==> config.mk <==
export PLATFORM = sky130hd
export DESIGN_NAME = servant_spi_arbiter
export DESIGN_NICKNAME = d
export VERILOG_FILES = /design/src/rtl/servant_spi_arb_pkg.sv /design/src/rtl/servant_spi_rr_pick.sv /design/src/rtl/servant_spi_arbiter.sv
export SDC_FILE = /design/constraint.sdc
export NUM_CORES = 1
export LEC_CHECK = 0
export CORE_AREA = 2 2 119 121
export DETAILED_ROUTE_END_ITERATION = 6
export DIE_AREA = 0 0 121 123
export GPL_TIMING_DRIVEN = 0
export PLACE_DENSITY = 0.49
export SLEW_MARGIN = 10
export SYNTH_ARGS = -nofsm -noshare
export SYNTH_HDL_FRONTEND = slang
export SYNTH_SLANG_ARGS = --single-unit
export TNS_END_PERCENT = 10
==> constraint.sdc <==
create_clock -name wb_clk -period 1.75 [get_ports wb_clk]
set_clock_uncertainty 0.05 [all_clocks]
set_input_delay 0.35 -clock wb_clk [delete_from_list [all_inputs] [get_ports wb_clk]]
set_output_delay 0.35 -clock wb_clk [all_outputs]
set_load 0.01 [all_outputs]
==> src/rtl/servant_spi_arb_pkg.sv <==
// Shared definitions for the SPI memory-port arbiter: FSM state encoding
// and the read data returned to a requester whose transaction timed out.
package servant_spi_arb_pkg;

  typedef enum logic [1:0] {
    IDLE = 2'd0,
    GNT0 = 2'd1,
    GNT1 = 2'd2,
    TURN = 2'd3
  } arb_state_t;

  localparam logic [31:0] ERR_RDT = 32'hFFFF_FFFF;

endpackage

==> src/rtl/servant_spi_rr_pick.sv <==
// Combinational 2-way round-robin picker. On a tie the requester that was
// not served last wins; otherwise the single active requester wins.
module servant_spi_rr_pick (
  input  logic stb0,
  input  logic stb1,
  input  logic rr_last,
  output logic grant,
  output logic valid
);

  // grant=1 selects requester 1, valid flags that anyone is asking
  always_comb begin
    valid = stb0 | stb1;
    grant = (stb0 & stb1) ? ~rr_last : stb1;
  end

endmodule

==> src/rtl/servant_spi_arbiter.sv <==
// Two-requester Wishbone-classic arbiter in front of the SPI memory port.
// One whole transaction is granted at a time, round-robin on ties, and the
// downstream ack is routed back only to the owner of the grant.
// Optional watchdog enabled by defining SPI_ARB_TIMEOUT_EN: a grant that
// sees no downstream ack within TIMEOUT_CYCLES is terminated with an error
// ack (read data all ones) and a one-cycle o_timeout pulse.
module servant_spi_arbiter #(
  parameter int TIMEOUT_CYCLES = 4096,
  parameter int TW             = 13
) (
  input  logic        wb_clk,
  input  logic        wb_rst,
  input  logic [31:0] i_wb_r0_adr,
  input  logic [31:0] i_wb_r0_dat,
  input  logic [3:0]  i_wb_r0_sel,
  input  logic        i_wb_r0_we,
  input  logic        i_wb_r0_stb,
  output logic [31:0] o_wb_r0_rdt,
  output logic        o_wb_r0_ack,
  input  logic [31:0] i_wb_r1_adr,
  input  logic [31:0] i_wb_r1_dat,
  input  logic [3:0]  i_wb_r1_sel,
  input  logic        i_wb_r1_we,
  input  logic        i_wb_r1_stb,
  output logic [31:0] o_wb_r1_rdt,
  output logic        o_wb_r1_ack,
  output logic [31:0] o_wb_spi_adr,
  output logic [31:0] o_wb_spi_dat,
  output logic [3:0]  o_wb_spi_sel,
  output logic        o_wb_spi_we,
  output logic        o_wb_spi_stb,
  input  logic [31:0] i_wb_spi_rdt,
  input  logic        i_wb_spi_ack,
  output logic        o_timeout
);

  import servant_spi_arb_pkg::*;

  arb_state_t state_reg, state_next;
  logic       rr_last_reg, rr_last_next;
  logic       pick_grant, pick_valid;
  logic       tmo_hit;

  servant_spi_rr_pick u_pick (
    .stb0    (i_wb_r0_stb),
    .stb1    (i_wb_r1_stb),
    .rr_last (rr_last_reg),
    .grant   (pick_grant),
    .valid   (pick_valid)
  );

`ifdef SPI_ARB_TIMEOUT_EN
  logic [TW-1:0] wdog_reg, wdog_next;

  // Watchdog counts cycles spent in a grant; every grant is entered from
  // IDLE, so clearing outside the grant states clears it on entry.
  always_comb begin
    wdog_next = '0;
    if (state_reg == GNT0 || state_reg == GNT1) begin
      wdog_next = wdog_reg + 1'b1;
    end
  end

  // Watchdog register
  always_ff @(posedge wb_clk) begin
    if (wb_rst) begin
      wdog_reg <= '0;
    end else begin
      wdog_reg <= wdog_next;
    end
  end

  assign tmo_hit = (wdog_reg == TW'(TIMEOUT_CYCLES));
`else
  logic [TW-1:0] unused_limit;
  assign unused_limit = TW'(TIMEOUT_CYCLES);
  assign tmo_hit      = 1'b0;
`endif

  // State and round-robin history register
  always_ff @(posedge wb_clk) begin
    if (wb_rst) begin
      state_reg   <= IDLE;
      rr_last_reg <= 1'b1;
    end else begin
      state_reg   <= state_next;
      rr_last_reg <= rr_last_next;
    end
  end

  // Next-state, downstream mux and ack routing. Completion by ack takes
  // priority over withdrawal, which takes priority over timeout.
  always_comb begin
    state_next   = state_reg;
    rr_last_next = rr_last_reg;
    o_wb_spi_adr = i_wb_r0_adr;
    o_wb_spi_dat = i_wb_r0_dat;
    o_wb_spi_sel = i_wb_r0_sel;
    o_wb_spi_we  = i_wb_r0_we;
    o_wb_spi_stb = 1'b0;
    o_wb_r0_ack  = 1'b0;
    o_wb_r1_ack  = 1'b0;
    o_wb_r0_rdt  = i_wb_spi_rdt;
    o_wb_r1_rdt  = i_wb_spi_rdt;
    o_timeout    = 1'b0;
    case (state_reg)
      IDLE: begin
        if (pick_valid) begin
          state_next = pick_grant ? GNT1 : GNT0;
        end
      end
      GNT0: begin
        o_wb_spi_stb = i_wb_r0_stb;
        if (i_wb_spi_ack) begin
          o_wb_r0_ack  = 1'b1;
          rr_last_next = 1'b0;
          state_next   = TURN;
        end else if (!i_wb_r0_stb) begin
          state_next = TURN;
        end else if (tmo_hit) begin
          o_wb_r0_ack  = 1'b1;
          o_wb_r0_rdt  = ERR_RDT;
          o_timeout    = 1'b1;
          o_wb_spi_stb = 1'b0;
          rr_last_next = 1'b0;
          state_next   = TURN;
        end
      end
      GNT1: begin
        o_wb_spi_adr = i_wb_r1_adr;
        o_wb_spi_dat = i_wb_r1_dat;
        o_wb_spi_sel = i_wb_r1_sel;
        o_wb_spi_we  = i_wb_r1_we;
        o_wb_spi_stb = i_wb_r1_stb;
        if (i_wb_spi_ack) begin
          o_wb_r1_ack  = 1'b1;
          rr_last_next = 1'b1;
          state_next   = TURN;
        end else if (!i_wb_r1_stb) begin
          state_next = TURN;
        end else if (tmo_hit) begin
          o_wb_r1_ack  = 1'b1;
          o_wb_r1_rdt  = ERR_RDT;
          o_timeout    = 1'b1;
          o_wb_spi_stb = 1'b0;
          rr_last_next = 1'b1;
          state_next   = TURN;
        end
      end
      TURN: begin
        state_next = IDLE;
      end
      default: begin
        state_next = IDLE;
      end
    endcase
  end

endmodule
==> flow_summary.toml <==
[run_status]
outcome = "complete, but fails checks"
violations = "setup timing"

[cts]
numCtsBuffers = 3
numClockSinks = 3
path_clk_slew_ps = 30
cts_tree = "built"
cts-root-buf = "clkbuf_16"
clk_latency_ps = 220
postCtsHoldBufs = 0
htreeDepth = 1
cts.path.max_buffers = 2

[routing]
drt_wl_total_um = 8738
vias = 2297
vias_per_cell = 3.556
avgRoutedWirePerCell_um = 13.53
drt_iter0_markers = 15
drtPass1Iterations = 4
ant_nets = 0
drc = 0

[global_routing]
grt_pass1_vias = 2351
grt_overflow = 0
grt_max_degree = 11
grt.total_usage_pct = 9.811
antenna_found_initial = 0
grt_pass1_wl_um = 11540

[placed_design]
dp_hpwl_um = 7133
numPortBuffers = 278
gp_congestion = 0.7239

[synth]
synth_common_cells = "69 x mux2_2, 65 x buf_4, 7 x buf_2, 6 x ha_1"
synth.most_common_cell = "mux2_2"
yosys.cell_types.count = 20
synth_top_area_share_pct = 49.25
syn_avg_cell_area_um2 = 9.227
synth_edf_count = 0
ys_ff_latch = 3
yosys-top-cells-area = "mux2_2 49%, buf_4 31%, ha_1 4.8%, dfxtp_1 3.8%, buf_2 2.2%"
syn_inst = 171
synth-main-ff-cell = "dfxtp_1"
yosysWarningCount = 0
syn_area_um2 = 1578
yosysTopAreaCell = "mux2_2"
ys_seq_area_share_pct = 3.807
ys_async_sr_fraction_pct = 0
syn_nets = 352

[die]
core-area_um2 = 13610
start_util_pct = 11.59
die_h_um = 123
io-pin-count = 312
rows = 43
die-area_um2 = 14880
die_x_um = 121

[setup_path]
start_kind = "flop"
cp.required_ps = 1350
rr_endpoint = "state_reg[0]"
critPathMaxFanout = 5
r2r_cells = 7
endpoint_kind = "output port"
worstSetupPathType = "flop to output port"
rrSetupSlack_ps = 230
critical_path_arrival_ps = 1530
rr_startpoint = "state_reg[0]"

[timing]
fmax_ghz = 0.5192
period_share_pct = 110.1
finalWorstSetupSlack_ps = -176.2
hold_viol_final = 0
fin_tns_setup_ps = -10740
hold_slack_ps = 448.1
rsz0062_at_grt = "yes"
min_period_ps = 1926
final_max_slew_viol_count = 0
setup_violations = 69

[final_layout]
drive_above_1_share_pct = 51.07
nets = 648
areaGrowthSynthToFinish_pct = 234.7
largest_reg_flops = 2
diodes = 0
fin_util_pct = 38.80

[worst_hold_path]
whs_endpoint = "rr_last_reg"
worstHoldStart = "rr_last_reg"
hold_path_depth = 1
hp-class = "flop to flop"

[power]
power_mw = 4.614
peakVddDrop_mv = 0.2497
p_comb_share_pct = 89.4
p_int_mw = 3.100
switching_share_pct = 32.82
pwr-share-clk_pct = 7.8
p_sw_mw = 1.514
leakage_nw = 2.320
power_frac_seq_pct = 2.8
power.density_nw_per_um2 = 873.7

[flow_run]
maxCapViolations = 0
==> power groups by stage <==
stage               Sequential, mW  Combinational [mW]  Clock [mW]
floorplan                    0.116                1.47           0
global placement             0.121                2.99           0
detailed placement           0.122                2.99           0
CTS                          0.129                4.04       0.368
global route                 0.133                4.36       0.376
finish                       0.128                4.13       0.360
==> cell type report <==
cell class,count,area (um^2)
fill,1330,8330
timing repair buffer,292,3080
multi-input combinational,93,1229
buffer,72,598.1
tap,180,225.2
clock buffer,4,78.83
sequential,3,62.56
inverter,2,7.507
==> logic make-up (layout without fill, tap and decap cells) <==
kind of cell,Yosys count,in the layout,share of synthesized area (%)
compound gates,8,8,4.837
fa+ha+maj,6,6,4.758
buf+inv,75,370,34.34
flops,3,3,3.807
mux,69,69,49.25
other cells,1,1,0.2377
simple gates,9,9,2.775
==> cells in the final DEF (no fill, tap or decap), types with 2 or more instances in the layout <==
master / count
clkdlybuf4s50_1: 205
nand2_1: 3
buf_12: 5
dlygate4sd2_1: 2
nor2b_1: 2
dfxtp_2: 2
inv_2: 2
mux2_2: 9
and2_1: 2
mux2_4: 60
ha_1: 3
nor2_1: 2
buf_6: 71
clkbuf_16: 3
buf_16: 2
buf_8: 8
buf_4: 69
ha_4: 2
==> worst max-delay path by stage <==
stage                       from          endpoint  slack (ps)
global route        state_reg[0]  o_wb_spi_adr[13]        -240
global placement    state_reg[0]  o_wb_spi_adr[21]        -630
CTS                 state_reg[0]  o_wb_spi_dat[29]        -340
finish              state_reg[0]   o_wb_spi_adr[9]        -180
detailed placement  state_reg[0]  o_wb_spi_adr[21]        -630
floorplan           state_reg[0]   o_wb_spi_adr[0]          80
==> through the flow <==
step	instance area, um^2	setup slack, ps	instances
floorplan	1578	77.68	171
global placement	4586	-627.5	629
detailed placement	4586	-626.2	629
CTS	5147	-344.7	650
global route	5281	-240.7	646
finish	5281	-176.2	646
==> metal layers <==
metal	share of wire [%]	track usage, %	vias up
met5	0	0	-
met4	0.79	2.253	0
met3	10	3.506	6
met2	56	19.52	141
met1	33	9.599	1029
li1	-	-	1121
==> repair_timing <==
item | CTS | global route
gates resized for setup | 393 | 68
pin swaps | 1 | 0
setup buffers | 11 | 1
cloned | 6 | 0
setup endpoints to repair | 72 | 71
==> worst max-delay path, stage by stage, from the launching register on <==
cell and delay [ps]:
dfxtp_2 310, inv_2 70, ha_4 200, buf_6 140
buf_8 120, mux2_2 340, buf_6 120
(Power assumes the default switching activity.)
